<file path="src/rtl/ahb_req_arbiter.sv">
// ahb_req_arbiter: three requesters share one AHB-lite single-transfer
// path to an AHB-to-APB bridge, granted round-robin.
//
// Ports:
//   HCLK, HRESET          clock, async active-high reset
//   req/wr[2:0]           per-requester request and direction (1 = write)
//   addr0..2, wdata0..2   per-requester address and write data
//   gnt, done[2:0]        one-hot grant, one-hot one-cycle completion pulse
//   err, rdata            error flag and read data, valid with done
//   HADDR/HWDATA/HWRITE/HTRANS/HREADYin   AHB master side to the bridge
//   HREADYout/HRDATA/HRESP                AHB responses from the bridge
//
// Build option: define ARB_TIMEOUT_EN to add a wait-state watchdog that
// ends a transfer with err=1 after TO_CYC consecutive stalled cycles.
module ahb_req_arbiter #(
  parameter int AW     = 32,
  parameter int DW     = 32,
  parameter int TO_CYC = 16
) (
  input  logic          HCLK,
  input  logic          HRESET,
  input  logic [2:0]    req,
  input  logic [2:0]    wr,
  input  logic [AW-1:0] addr0,
  input  logic [AW-1:0] addr1,
  input  logic [AW-1:0] addr2,
  input  logic [DW-1:0] wdata0,
  input  logic [DW-1:0] wdata1,
  input  logic [DW-1:0] wdata2,
  output logic [2:0]    gnt,
  output logic [2:0]    done,
  output logic          err,
  output logic [DW-1:0] rdata,
  output logic [AW-1:0] HADDR,
  output logic [DW-1:0] HWDATA,
  output logic          HWRITE,
  output logic [1:0]    HTRANS,
  output logic          HREADYin,
  input  logic          HREADYout,
  input  logic [DW-1:0] HRDATA,
  input  logic [1:0]    HRESP
);

  typedef enum logic [1:0] {
    IDLE,
    ADDR,
    DATA
  } state_t;

  state_t        state;
  state_t        nxt;
  logic [1:0]    last;
  logic [1:0]    win;
  logic [1:0]    pick;
  logic          pick_v;
  logic [1:0]    cand;
  logic [DW-1:0] wbuf;
  logic          fin;
  logic          tmo;

`ifdef ARB_TIMEOUT_EN
  localparam int CW = $clog2(TO_CYC + 1);

  logic [CW-1:0] cnt;

  // Fires on the TO_CYC-th consecutive stalled ADDR/DATA cycle.
  assign tmo = (state != IDLE) && !HREADYout &&
               (cnt == CW'(TO_CYC - 1));

  always_ff @(posedge HCLK or posedge HRESET) begin
    if (HRESET) begin
      cnt <= '0;
    end else if (state == IDLE || HREADYout || tmo) begin
      cnt <= '0;
    end else begin
      cnt <= cnt + 1'b1;
    end
  end
`else
  logic unused_to;

  assign unused_to = |TO_CYC;
  assign tmo       = 1'b0;
`endif

  assign fin      = (state == DATA) && HREADYout;
  assign HTRANS   = (state == ADDR) ? 2'b10 : 2'b00;
  assign HREADYin = 1'b1;

  // Search starts one past the last completed requester.
  always_comb begin
    pick_v = 1'b0;
    pick   = 2'd0;
    cand   = last;
    for (int i = 0; i < 3; i++) begin
      cand = (cand == 2'd2) ? 2'd0 : cand + 2'd1;
      if (!pick_v && req[cand]) begin
        pick_v = 1'b1;
        pick   = cand;
      end
    end
  end

  always_ff @(posedge HCLK or posedge HRESET) begin
    if (HRESET) begin
      state <= IDLE;
    end else begin
      state <= nxt;
    end
  end

  always_comb begin
    nxt = state;
    unique case (state)
      IDLE: if (pick_v) nxt = ADDR;
      ADDR: begin
        if (tmo) nxt = IDLE;
        else if (HREADYout) nxt = DATA;
      end
      DATA: if (fin || tmo) nxt = IDLE;
      default: nxt = IDLE;
    endcase
  end

  always_ff @(posedge HCLK or posedge HRESET) begin
    if (HRESET) begin
      gnt    <= '0;
      done   <= '0;
      err    <= 1'b0;
      rdata  <= '0;
      HADDR  <= '0;
      HWDATA <= '0;
      HWRITE <= 1'b0;
      last   <= 2'd2;
      win    <= 2'd0;
      wbuf   <= '0;
    end else begin
      done <= '0;
      err  <= 1'b0;
      if (state == IDLE && pick_v) begin
        win    <= pick;
        gnt    <= 3'b001 << pick;
        HWRITE <= wr[pick];
        unique case (pick)
          2'd0: begin
            HADDR <= addr0;
            wbuf  <= wdata0;
          end
          2'd1: begin
            HADDR <= addr1;
            wbuf  <= wdata1;
          end
          default: begin
            HADDR <= addr2;
            wbuf  <= wdata2;
          end
        endcase
      end
      if (state == ADDR && HREADYout) begin
        HWDATA <= wbuf;
      end
      if (fin || tmo) begin
        done <= 3'b001 << win;
        err  <= tmo || (HRESP == 2'b01);
        gnt  <= '0;
        last <= win;
        if (fin && !HWRITE) begin
          rdata <= HRDATA;
        end
      end
    end
  end

endmodule

</file>
<file path="config.mk">
export PLATFORM = sky130hd
export DESIGN_NAME = ahb_req_arbiter
export DESIGN_NICKNAME = d
export VERILOG_FILES = /design/src/rtl/ahb_req_arbiter.sv
export SDC_FILE = /design/constraint.sdc
export NUM_CORES = 1
export LEC_CHECK = 0
export CAP_MARGIN = 5
export CORE_ASPECT_RATIO = 0.5
export CORE_MARGIN = 3
export CORE_UTILIZATION = 42
export CTS_BUF_LIST = sky130_fd_sc_hd__clkbuf_16
export DETAILED_ROUTE_END_ITERATION = 8
export HOLD_SLACK_MARGIN = 0.06
export PLACE_DENSITY = 0.86
export SLEW_MARGIN = 20
export SYNTH_ARGS = -nofsm -noshare
export SYNTH_HDL_FRONTEND = slang
export SYNTH_SLANG_ARGS = --single-unit
export TNS_END_PERCENT = 20
</file>
<file path="constraint.sdc">
create_clock -name HCLK -period 8.6 [get_ports HCLK]
set_input_delay 2.15 -clock HCLK [delete_from_list [all_inputs] [get_ports HCLK]]
set_output_delay 2.15 -clock HCLK [all_outputs]
set_load 0.005 [all_outputs]
</file>
=== Word level (Yosys, flattened, before mapping) ===
Cells that the tools add are included.
Widths: inputs -> output; s select.

* Register bits after elaboration: 142
* Input port bits: 235
* Word-level logic and storage cells: 72

* Reductions and logical operators: 14
* Eq/ne operators: 10
* $add $sub $neg: 3
* Magnitude comparators: 4
* Mux-type cells: 28
* Shift operators: 2

{| class="wikitable"
|+ Operators by type and width
! kind !! number
|-
| $pmux 32 s2 || 2
|-
| $mux 2 || 10
|-
| $lt 2x3->1 const B || 4
|-
| $mux 3 || 3
|-
| $bmux 1 s2 || 4
|-
| $eq 2x2->1 const B || 4
|-
| $mux 1 || 8
|-
| $add 2x1->2 const B || 3
|-
| $eq 2x1->1 const B || 3
|-
| $logic_and 1x1->1 || 6
|-
| $ne 2x2->1 const B || 3
|-
| $pmux 2 s3 || 1
|-
| $shl 1x2->3 const A || 2
|-
| $logic_not 2->1 || 2
|-
| $logic_not 1->1 || 3
|-
| $reduce_and 3->1 || 1
|-
| $reduce_and 2->1 || 1
|-
| $reduce_bool 2->1 || 1
|}

=== Logic depth before layout (Yosys ltp) ===
Gate-level depths: netlist of the first run.

* Depth after elaboration: 14
* Mapped depth: 7
* Depth with buffers taken out: 4

=== Worst setup path after synthesis of the first run ===
No wires, ideal clock.

* Path kind: input-to-reg
* From: input port HREADYout
* To: register rdata[0]
* Arrival time: 3048 ps
* Slack: 5427 ps
* Stages on the path: 4
* Path through: nand3b_1 -> nor2_1 -> buf_2 -> mux2_2

* Longest elaborated chain between the ends: 3

{| class="wikitable"
|+ RTL lines
! what !! line !! RTL
|-
| start: declaration || 39 || <nowiki>input logic HREADYout,</nowiki>
|-
| $logic_and 1x1->1 * || 86 || <nowiki>assign fin = (state == DATA) && HREADYout;</nowiki>
|-
| $logic_and 1x1->1 || 167 || <nowiki>if (fin && !HWRITE) begin</nowiki>
|-
| $reduce_and 2->1 (no source line) * || n/a ||
|-
| end signal: assignment || 130 || <nowiki>rdata <= '0;</nowiki>
|-
| end signal: assignment || 168 || <nowiki>rdata <= HRDATA;</nowiki>
|-
| end: declaration || 33 || <nowiki>output logic [DW-1:0] rdata,</nowiki>
|}

Every way passes the cells marked *; elsewhere a longest branch is shown, timed or not.
A chain may end at the register's enable or synchronous reset.

=== Final worst setup path of the first run ===
* From: input port req[1]
* To: register HADDR[25]

* Longest elaborated chain between the ends: 11
* Elaborated cells on any way between the ends: 20
* Classes of those cells: eq/ne (1); mux (13); reduce/logical (6)

{| class="wikitable"
|+ RTL lines
! what !! line !! RTL
|-
| start: declaration || 22 || <nowiki>input logic [2:0] req,</nowiki>
|-
| $bmux 1 s2 || 97 || <nowiki>if (!pick_v && req[cand]) begin</nowiki>
|-
| $mux 1 (not written as such) || 97 ||
|-
| $mux 1 || 97 ||
|-
| $logic_not 1->1 || 97 ||
|-
| $logic_and 1x1->1 || 97 ||
|-
| $mux 1 || 97 ||
|-
| $logic_not 1->1 || 97 ||
|-
| $logic_and 1x1->1 || 97 ||
|-
| $mux 2 || 97 ||
|-
| $eq 2x1->1 / $logic_not 2->1 (equally long branches) || 144 || <nowiki>unique case (pick)</nowiki>
|-
| $pmux 32 s2 || 144 ||
|-
| end signal: assignment || 146 || <nowiki>HADDR <= addr0;</nowiki>
|-
| end signal: assignment || 150 || <nowiki>HADDR <= addr1;</nowiki>
|-
| end signal: assignment || 154 || <nowiki>HADDR <= addr2;</nowiki>
|-
| end: declaration || 34 || <nowiki>output logic [AW-1:0] HADDR,</nowiki>
|}

Several ways; a longest one is shown, not always the timed one. The select of a mux whose other input is x is not followed.

==> results by group, run 1 <==
Floorplanning
  • Die H: roughly 92 µm
  • Die Footprint: 16,200 µm²
  • Die Wd: 177 µm
  • IO Count: 342
  • Area of the core: between 10,000 and 15,000 µm²
  • Initial Utilization: 44.2%
  • # rows: 30

Timing
  • Final Worst Setup Slack: 4.40 ns
  • Max Clk Rate: 238 MHz
  • Max-slew violation count: 0
  • Final hold vios: 0
  • Final setup TNS: 0 ns
  • RSZ-0062 raised after global routing: false
  • Final setup fails: 0
  • Clock skew: 0.00922 ns
  • Min Tclk post-route: 4.20 ns
  • Max transition margin: 34.0%
  • Measured slew at the worst slew-check pin: 0.986 ns
  • Crit share post-route: 48.8%

Clock tree
  • Deepest clock path buffer count: 2
  • CTS sink cnt: 142
  • Post-CTS Setup Inserts: 0
  • Post-CTS resize count: 0
  • H-tree levels: 4
  • CTS tree: built
  • Skew-Pair Late Insertion Delay: 0.42 ns
  • Clock root buffer: clkbuf_16
  • Cts hold-fix bufs: 0
  • CTS clk-pin slew, worst paths: about 0.06 ns
  • Num CTS Buffers: 17

Layout
  • Multi-input combinational cell area: 2380 µm²
  • Layout cells sized above 1: 13.3%
  • Area grow syn2layout: 65.7%
  • Layout Nets: about 1,100
  • Fill count: 983
  • Storage cell area: approximately 3600 µm²
  • Diodes inserted: 0

Critical path
  • Critical path arrival: between 4 and 5 ns
  • Top delay family on crit path: buffers and inverters
  • Worst R2R End: HADDR[3]
  • Crit-path max cell delay: 0.63 ns
  • Crit start category: primary input
  • CP Max Fanout: 51
  • R2R Path Start: state[0]
  • Crit-path cells: clkdlybuf4s50_1 > inv_1 > o32ai_4 > buf_4 > a22oi_1 > a21oi_1
  • Setup Crit Path Kind: in -> reg
  • R2r worst-path depth: 4
  • Worst Path Required: 8.94 ns
  • R2r setup slk: 6.32 ns
  • Crit path buffers/inverters: 3
  • Critical path's slowest cell: o32ai_4
  • CP Capture Type: register

Logic synthesis
  • Number of synthesized flops with an enable pin: 0
  • Number of synthesized register bits: ~140
  • Post-synthesis mux area share: about an eighth
  • Post-synth top flop: dfrtp_1
  • Async set-reset flop share out of synthesis: 100%
  • Syn Nets: between 700 and 800
  • Main combinational cell family by area after synthesis: compound AO/OA/AOI/OAI gates
  • Synth unique cells: 28
  • Compound-cell area share of the yosys netlist: 20.0%
  • Synth Area in XOR/XNOR: 0%
  • Synth Area in Simple Gates: ~6.3%
  • Seq/Total Area, Yosys: about 58%
  • Cell area after synthesis: 6160 µm²
  • Post-Syn Instances: 557
  • Adder-Cell Fraction of Synth Area: 0%
  • Syn. warnings: 0
  • Syn avg cell area: 11.1 µm²

Detailed routing
  • Avg Vias per Cell: 5.36
  • Routed vias: around 5,800
  • ANT nets after route: 0
  • 1st-iter DRT viols: 394
  • DRC viols: 0
  • DR pass1 iterations: 5
  • Routed len/inst: 19.2 µm
  • Final wirelength: 20,700 µm

Place
  • Post-DP HPWL: 14,800 µm
  • GPL Wtd Cong: 0.880
  • Number of port buffers: about 340
  • Dpl ws: between 4 and 5 ns

Status
  • Status: complete, no violations

Pwr
  • Switching power: 1.19 mW
  • Internal: about 2.2 mW
  • Sw frac: between 30% and 40%
  • Maximum vdd drop: 172 µV
  • Leakage power: between 4 and 5 nW
  • Clock power share: 20.2%
  • Reg power frac: a little over a third
  • Ratio of total power to cell area: 336 nW/µm²
  • Comb pwr share: 44.9%
  • Design Power: between 3 and 4 mW

GRT
  • Number of antenna violations at the first check in global routing: 0
  • Global-route wire length before repair: 31,900 µm
  • GRT overflow: 0
  • Pin count of the biggest net entering global routing: just under 90
  • Vias in the first global route: 5,964
  • Total Routing Usage GR: 25.2%

Worst hold path
  • Worst hold start: win[1]
  • Hold Path Sink: done[0]
  • Hold Path Depth: 1
  • Worst min path class: reg -> reg

Flow run
  • Maxcap violations: 0
final cells by class:
type | count | area share [%]
Sequential cell | 142 | 34.8
Multi-Input combinational cell | 364 | 23.3
Timing Repair Buffer | 347 | 33.8
Clock buffer | 17 | 4.17
Tap cell | 192 | 2.35
Inverter | 5 | 0.233
Clock inverter | 15 | 1.26
worst max path at each step:
stage / endpoint / cells after the start / slack (ns) / startpoint
after global routing: win[0] / 6 / 4.28 / req[2]
after global placement: HADDR[25] / 6 / 4.10 / req[1]
after floorplan: HADDR[0] / 1 / 2.64 / HRESET
final: HADDR[25] / 6 / 4.40 / req[1]
after CTS: wbuf[12] / 6 / 4.44 / req[2]
after detailed placement: HADDR[3] / 6 / 4.03 / req[2]
kinds of logic after synthesis:
family                 after synthesis
AOI/OAI and AO/OA                  206
DFF                                142
and+or+nand+nor                     92
muxes                               64
buffers and inverters               51
other                                2
synth_stat cells, types with 2 or more instances:
library cell,count,area share [%]
a21oi_1,125,10
o21ai_0,6,0.49
clkbuf_1,14,0.85
nand2b_1,3,0.30
nand3_1,3,0.24
inv_1,5,0.30
nand2_1,10,0.61
buf_6,2,0.37
nor2_1,66,4.0
a22oi_1,65,7.9
conb_1,2,0.12
buf_4,6,0.73
mux2_2,64,12
buf_2,23,1.9
nor3_2,2,0.32
nor3_1,3,0.24
dfrtp_1,141,57
nor2b_1,2,0.20
a21oi_2,6,0.85
registers in the layout, indices dropped and copies added (netlist names):
signal / cells
err: 1
HWDATA: 32
gnt: 3
win: 2
HADDR: 32
last: 2
rdata: 32
state: 2
HWRITE: 1
done: 3
wbuf: 32
cell usage in the layout, fill, tap and decap left out, drive strengths merged:
cell / instances
clkinv: 4
nand3b: 1
nor2b: 2
a2bb2oi: 1
inv: 14
nand2: 10
clkbuf: 17
a21oi: 131
or3: 1
nand2b: 3
o32ai: 1
dfstp: 1
a22oi: 65
o21a: 1
mux2: 64
buf: 8
o21ai: 7
nor3b: 1
nor2: 66
clkinvlp: 2
nor3: 5
conb: 2
clkdlybuf4s50: 339
dfrtp: 141
nand3: 3
metrics by stage:
step / util (%) / std cells / hold WS [ns] / area, µm²
final: 73.3 / 1082 / 0.473 / 10200
after global routing: 73.3 / 1082 / 0.508 / 10200
after CTS: 73.3 / 1082 / 0.469 / 10200
after floorplan: - / 557 / 0.432 / 6160
after global placement: 69.3 / 1050 / 0.453 / 9660
after detailed placement: 69.3 / 1050 / 0.461 / 9660
routing by layer:
layer  vias to the layer above  GRT usage [%]  wire length, µm
li1                       2650              -                -
met5                         -              0                0
met2                       251           44.1            10600
met1                      2851           30.2             8020
met4                         0           9.46              644
met3                        43           6.00             1430
worst reg2reg max path: stages (launching register included):
cell,delay (ns)
dfrtp_1,0.45
nor3_4,0.85
buf_4,0.59
nor2_1,0.11
a21oi_1,0.19
power groups by stage:
stage	Sequential, mW	Clock [mW]	Combinational [mW]
detailed placement	1.21	0	1.54
floorplan	1.19	0	0.737
global placement	1.19	0	1.50
CTS	1.20	0.703	1.55
global route	1.24	0.736	1.67
finish	1.20	0.693	1.54
Power figures use the tool's default switching activity.
==> run 2, diff against run 1 <==
CORE_UTILIZATION = 39   (was 42)
PLACE_DENSITY = 0.81   (was 0.86)
clock period = 4.31 ns   (was 8.6 ns; I/O delays follow)
==> results by group, run 2 (synthesis gave the netlist of run 1 again) <==
Layout
  • Layout Nets: 1,118
  • Post-layout instance area: a little over 10,000 µm²
  • Area grow syn2layout: 67.1%
  • Layout cells sized above 1: 14.0%
  • Commonest non-fill, non-tap cell in the layout: clkdlybuf4s50_1
  • Most frequent cells in the layout: clkdlybuf4s50_1, dfrtp_1, a21oi_1
  • Fill count: 1,093
  • Multi-input combinational cell area: 2380 µm²
  • Non-Filler Instances: between 1,000 and 1,500
  • End-of-flow core utilization: between 60% and 70%
  • Diodes inserted: 0
  • Storage cell area: 3550 µm²

Timing
  • Final setup fails: 0
  • Final setup TNS: 0 ns
  • Crit share post-route: 67.0%
  • Clock skew: 0.0115 ns
  • Measured slew at the worst slew-check pin: just under 0.9 ns
  • Max-slew violation count: 0
  • Max Clk Rate: around 350 MHz
  • Final hold vios: 0
  • Final Worst Setup Slack: 1.42 ns
  • Min Tclk post-route: between 2 and 3 ns
  • RSZ-0062 raised after global routing: false
  • Max transition margin: 40.6%

Critical path
  • R2r setup slk: 2.21 ns
  • Critical path arrival: between 3 and 4 ns
  • Setup Crit Path Kind: in -> reg
  • Worst Setup SP: req[0]
  • CP Max Fanout: 42
  • Worst Path Required: 4.63 ns
  • CP Capture Type: register
  • CP endpoint: HADDR[31]
  • Crit start category: primary input
  • Worst R2R End: HADDR[31]
  • R2r worst-path depth: 5
  • R2R Path Start: last[0]

GRT
  • Vias in the first global route: 5,953
  • GRT overflow: 0
  • Pin count of the biggest net entering global routing: 52
  • Number of antenna violations at the first check in global routing: 0
  • Total Routing Usage GR: between 20% and 30%
  • Global-route wire length before repair: 31,300 µm

Pwr
  • Ratio of total power to cell area: 667 nW/µm²
  • Leakage power: 4.15 nW
  • Clock power share: 20.2%
  • Maximum vdd drop: 392 µV
  • Internal: about 4.5 mW
  • Switching power: ~2.4 mW
  • Sw frac: 34.5%
  • Comb pwr share: approximately 45%
  • Reg power frac: 34.9%

Detailed routing
  • Final wirelength: 20,400 µm
  • Avg Vias per Cell: around 5.2
  • DR pass1 iterations: 6
  • Routed len/inst: 18.6 µm
  • 1st-iter DRT viols: 386
  • ANT nets after route: 0
  • Routed vias: 5,692
  • DRC viols: 0

Place
  • Dpl ws: 0.944 ns
  • Placed Area: about 10000 µm²
  • GPL Wtd Cong: ~0.84
  • Placed Instances: 1,062
  • Number of port buffers: 339
  • Post-DP HPWL: around 15,000 µm

Clock tree
  • Post-CTS Setup Inserts: 0
  • CTS sink cnt: approximately 140
  • CTS clk-pin slew, worst paths: 0.06 ns
  • H-tree levels: 4
  • Skew-Pair Late Insertion Delay: 0.41 ns
  • CTS tree: built
  • Cts hold-fix bufs: 0
  • Deepest clock path buffer count: 2
  • Num CTS Buffers: 17
  • Post-CTS resize count: 0
  • Clock root buffer: clkbuf_16

Flow run
  • Maxcap violations: 0

Floorplanning
  • Die H: 94.9 µm
  • Initial Utilization: 41.3%
  • # rows: 31
  • Area of the core: 14,900 µm²
  • Die Footprint: 17,400 µm²
  • IO Count: ~340
  • Die Wd: 184 µm

Status
  • Status: complete, no violations

Worst hold path
  • Worst min path class: reg -> reg
  • Hold Path Depth: 1
-- run 2: cell types whose count changed in the layout (fill, tap and decap cells not counted) --
cell and change:
inv_6 +1, inv_1 -1, buf_12 +3, buf_4 +3
inv_8 -1, clkinv_4 -3, clkinvlp_4 +3, clkinv_2 +1
-- run 2: layout make-up --
cell class | count | share of cell area (%)
multi-input cells | 364 | 23.2
well taps | 198 | 2.41
clock inverters | 15 | 1.22
inverters | 5 | 0.219
flip-flops and latches | 142 | 34.5
clock buffers | 17 | 4.13
repair buffers | 353 | 34.3
-- run 2: worst min path at each step --
stage / from / to
2_1_floorplan: win[1] / done[1]
3_3_place_gp: win[1] / done[0]
3_5_place_dp: win[1] / done[1]
4_1_cts: win[1] / done[1]
5_1_grt: win[1] / done[1]
6_report: win[1] / done[1]
-- run 2: routing by layer --
metal  vias up  GRT usage (%)  wire [µm]
li1       2654              -          -
met1      2821           27.1       7980
met2       196           43.5      11000
met3        21           4.12       1060
met4         0           5.78        346
met5         -              0          0
-- run 2: worst max-delay path: stages --
cell             delay, ns
clkdlybuf4s50_1       0.56
nand2_1               0.12
o21ai_4               0.54
buf_4                 0.54
a21oi_1               0.14
a21oi_1               0.18
-- run 2: per-stage QoR --
stage               total power [mW]  hold slack (ns)
global route                    7.31            0.473
detailed placement              5.51            0.450
finish                          6.87            0.463
global placement                5.39            0.445
floorplan                       3.85            0.432
CTS                             6.91            0.458
-- run 2: power by group through the flow --
stage	combinational (mW)	sequential [mW]	clock (mW)
detailed placement	3.10	2.41	0
floorplan	1.47	2.37	0
global route	3.36	2.48	1.47
CTS	3.12	2.40	1.40
finish	3.09	2.39	1.39
global placement	3.01	2.38	0
==> RTL edit 1 (flow settings as in run 1) <==
Add a define of `ARB_TIMEOUT_EN`.
--- a/src/rtl/ahb_req_arbiter.sv
+++ b/src/rtl/ahb_req_arbiter.sv
@@ -12,6 +12,8 @@
 //
 // Build option: define ARB_TIMEOUT_EN to add a wait-state watchdog that
 // ends a transfer with err=1 after TO_CYC consecutive stalled cycles.
+`define ARB_TIMEOUT_EN
+
 module ahb_req_arbiter #(
   parameter int AW     = 32,
   parameter int DW     = 32,
Behaviour: same outputs for any inputs over 4 cycles, from zero or initial values and one cycle with HRESET high; that may be too few to reach the edited logic, so the function may still have changed.
==> RTL edit 1 against run 1 <==
  * Setup slack better by 0.031 ns
  * Cell count grew 2.7%
  * Synthesized area rose by 4.0%
  * Global-route usage fell by 1.1 points
  * Sequential cell count up 5
  * Wire length down 1.4%
  * Combinational power fell by 3%
  * Hold slack worse by 0.012 ns
  * Power increased by 0.67%
  * Clock skew up 0.0018 ns
  * First-iteration DRC count down 11%
  * Design area increased by 2.8%
==> RTL edit 1: results <==
group,metric,value,unit
global_route,grt_use_met2,43.8,%
layout,seq_area,3680,sq um
layout,drive_above_1_share,5.59,%
yosys,synth.distinct_cells,34,
placement,place_ws,4.01,ns
setup_path,rr_worst_depth,5,
routing,wl_per_cell,18.4,microns
yosys,netlist_top_cells_count,"dfrtp_1 (146), a21oi_1 (131), nor2_1 (74), a22oi_1 (65), mux2_1 (59)",
global_route,grtUsageMet1,28.5,%
routing,wl_met3,925,microns
sta,holdWs,0.461,ns
global_route,grt_pass1_vias,6122,
placement,post-place-cells,1079,
layout,syn_to_final_growth,63.7,%
setup_path,arrival,4.48,ns
placement,place_congestion,0.886,
routing,vias,5866,
layout,multi_input_cells,382,
power_and_ir_drop,comb-power,1490,uW
yosys,syn-num-nets,817,
global_route,grt_pass1_wl,32200,microns
yosys,synthTopCellsByArea,"dfrtp_1 (57%), mux2_1 (10%), a21oi_1 (10%), a22oi_1 (7.6%), nor2_1 (4.3%)",
setup_path,max_stage_delay,0.83,ns
setup_path,reg2reg_setup_slack,6.30,ns
routing,drt_iter0_drc,352,
sta,fin_worst_skew,0.0110,ns
global_route,grt.met3_usage,5.17,%
global_route,grt_max_degree,76,
layout,clk_share,5.80,%
placement,place_area,9880,sq um
layout,nonClkBufAreaFrac,32.9,%
run_status,status,"finished, final reports clean",
layout,multi_input_area,2480,sq um
## RTL edit 1: worst max-delay path, delay by kind of cell
kind | cells | cell delay (ns)
compound gates | 3 | 1.13
buf+inv | 2 | 1.18
## RTL edit 1: cells by family after synthesis
| group | count (synthesis) | synth area share [%] |
|---|---|---|
| flip-flops | 147 | 57.4 |
| XOR/XNOR | 2 | 0.273 |
| adder cells (fa/ha/maj) | 2 | 0.390 |
| AND/OR/NAND/NOR | 103 | 6.70 |
| AO/OA/AOI/OAI | 209 | 19.4 |
| buffers and inverters | 51 | 4.45 |
| other | 2 | 0.117 |
| multiplexers | 64 | 11.2 |
## RTL edit 1: worst max path at each step
stage / endpoint / slack, ns
after CTS: HADDR[18] / 4.45
after global placement: HADDR[0] / 4.11
after floorplan: HADDR[0] / 2.50
after global routing: wbuf[27] / 4.31
after detailed placement: HADDR[7] / 4.01
final: HADDR[18] / 4.43
==> RTL edit 2 (settings of run 1) <==
Without the edit above. Re-encode `state_t` (3 states) as one-hot, 3 bits wide.
--- a/src/rtl/ahb_req_arbiter.sv
+++ b/src/rtl/ahb_req_arbiter.sv
@@ -41,10 +41,10 @@
   input  logic [1:0]    HRESP
 );
 
-  typedef enum logic [1:0] {
-    IDLE,
-    ADDR,
-    DATA
+  typedef enum logic [2:0] {
+    IDLE = 3'b001,
+    ADDR = 3'b010,
+    DATA = 3'b100
   } state_t;
 
   state_t        state;
Check against the original RTL: no difference found for any inputs over 4 cycles, from zero or initial values and one cycle with HRESET high; so few cycles prove little.
==> RTL edit 2 against run 1 <==
  * Synthesized area up 11%
  * Design area up 6.6%
  * Sequential cell count up 1
  * Power down 1.0%
  * Register-to-register slack worse by 0.18 ns
  * Largest power group unchanged
  * Sequential share of layout area down 1.9 points
  * Die area up 11%
  * Wire length up 7.4%
  * Clock skew up 0.0037 ns
  * Critical path type unchanged
  * Maximum frequency down 4.6%
  * Setup slack worse by 0.20 ns
  * Combinational power down 4%
==> RTL edit 2: results <==
group,metric,value,unit
cts,cts_max_level,4,
cts,cts_buffers,17,
routing,route.antenna.remaining_nets,0,
routing,routed_wl,22300,microns
setup_path,rr_startpoint,"last[1]",
min_path,min-delay-start,"HWDATA[24]",
global_route,grt_max_degree,87,
sta,worstMarginPinSlew,1.12,ns
cts,insertion_delay,0.41,ns
yosys,yosys_warnings,0,
global_route,grt_use_total,24.1,%
yosys,postSynthCellCount,571,
setup_path,crit_slowest_cell,"clkdlybuf4s50_1",
layout,antenna_cells,0,
run_status,status,"finished, final reports clean",
global_route,grt_pass1_vias,6217,
layout,layout.cells.non_filler,1119,
yosys,postSynth.topFlopCell,"dfrtp_1",
setup_path,rr_worst_depth,6,
power_and_ir_drop,leakage,0.00439,uW
min_path,whs_endpoint,"HWDATA[24]",
yosys,synthTopCellsByArea,"dfrtp_1 (51%), a221oi_2 (13%), o21ai_1 (7.4%), mux2_2 (5.9%), mux2_1 (4.9%)",
yosys,syn-num-nets,806,
layout,fillerInstances,1158,
setup_path,arrival,4.72,ns
yosys,netlist_top_cells_count,"dfrtp_1 (141), o21ai_1 (101), nand2_1 (69), a221oi_2 (60), o21ai_0 (37)",
cts,cts_buffer_depth,2,
setup_path,rr_endpoint,"wbuf[31]",
yosys,synth.distinct_cells,37,
min_path,hold_class,"reg -> reg",
global_route,antenna_found_initial,0,
cts,clk_pin_slew,0.06,ns
placement,hpwl,15600,microns
placement,place_congestion,0.822,
layout,drive_above_1_share,16.8,%
sta,maxSlewViolCount,0,
setup_path,reg2reg_setup_slack,6.14,ns
cts,cts.repair.resized,0,
yosys,yosysSeqAreaShare,52.2,%
setup_path,critPathMaxFanout,43,
min_path,whs_path_depth,1,
global_route,grt_pass1_wl,33900,microns
cts,cts_root_buf,"clkbuf_16",
power_and_ir_drop,peakVddDrop,179,uV
placement,io_buffer_count,339,
placement,place_ws,3.47,ns
routing,vias_per_cell,5.43,
cts,cts_setup_buffers,0,
sta,fin_worst_skew,0.0129,ns
setup_path,max_stage_delay,0.62,ns
routing,drt_iter0_drc,396,
## RTL edit 2: layer usage
metal  up-vias  wire length, microns  track usage, %  share of wire (%)
li1       2754                     -               -                  -
met2       267                 11600            43.5                 52
met1      2997                  8440            27.6                 38
met5         -                     0               0                  0
met4         0                   866            11.1                3.9
met3        56                  1380            6.07                6.2
## RTL edit 2: through the flow
stage,cell area [sq um],hold WS (ns)
2_1_floorplan,6860,0.450
3_3_place_gp,10200,0.463
3_5_place_dp,10200,0.474
4_1_cts,10800,0.487
5_1_grt,10900,0.506
6_report,10900,0.482
## RTL edit 2: final cells by class
type / count / area [sq um] / area share, %
multi-input cells: 374 / 2920 / 26.9
clock inverters: 15 / 185 / 1.70
well taps: 221 / 277 / 2.54
flip-flops and latches: 143 / 3580 / 32.9
repair buffers: 347 / 3480 / 32.0
clock buffers: 17 / 425 / 3.91
inverters: 2 / 12.5 / 0.115
## RTL edit 2: report_power, final
group          switching, uW  internal (uW)
logic                    682            797
registers                173            984
clock network            302            461
total                   1160           2240
## RTL edit 2: worst max-delay path by stage
stage | start | to | slack, ns | cells after the start
2_1_floorplan | HRESET | HADDR[0] | 2.62 | 1
3_3_place_gp | req[2] | wbuf[31] | 3.57 | 6
3_5_place_dp | req[2] | HADDR[29] | 3.47 | 6
4_1_cts | req[2] | HADDR[29] | 3.89 | 6
5_1_grt | req[2] | wbuf[31] | 4.10 | 7
6_report | req[2] | wbuf[31] | 4.20 | 7
## RTL edit 2: kinds of logic (layout without fill, tap and decap cells)
kind of cell / count (synthesis) / in the layout / share of synthesized area [%]
and+or+nand+nor: 96 / 96 / 6.50
buffers and inverters: 54 / 381 / 5.46
other: 2 / 2 / 0.110
DFF: 143 / 143 / 52.2
AOI/OAI and AO/OA: 210 / 210 / 24.9
muxes: 66 / 66 / 10.8
## RTL edit 2: worst max-delay path, delay by kind of cell
kind            cells  cell delay [ns]
simple gates        1             0.25
buf+inv             3             1.47
compound gates      3             0.76
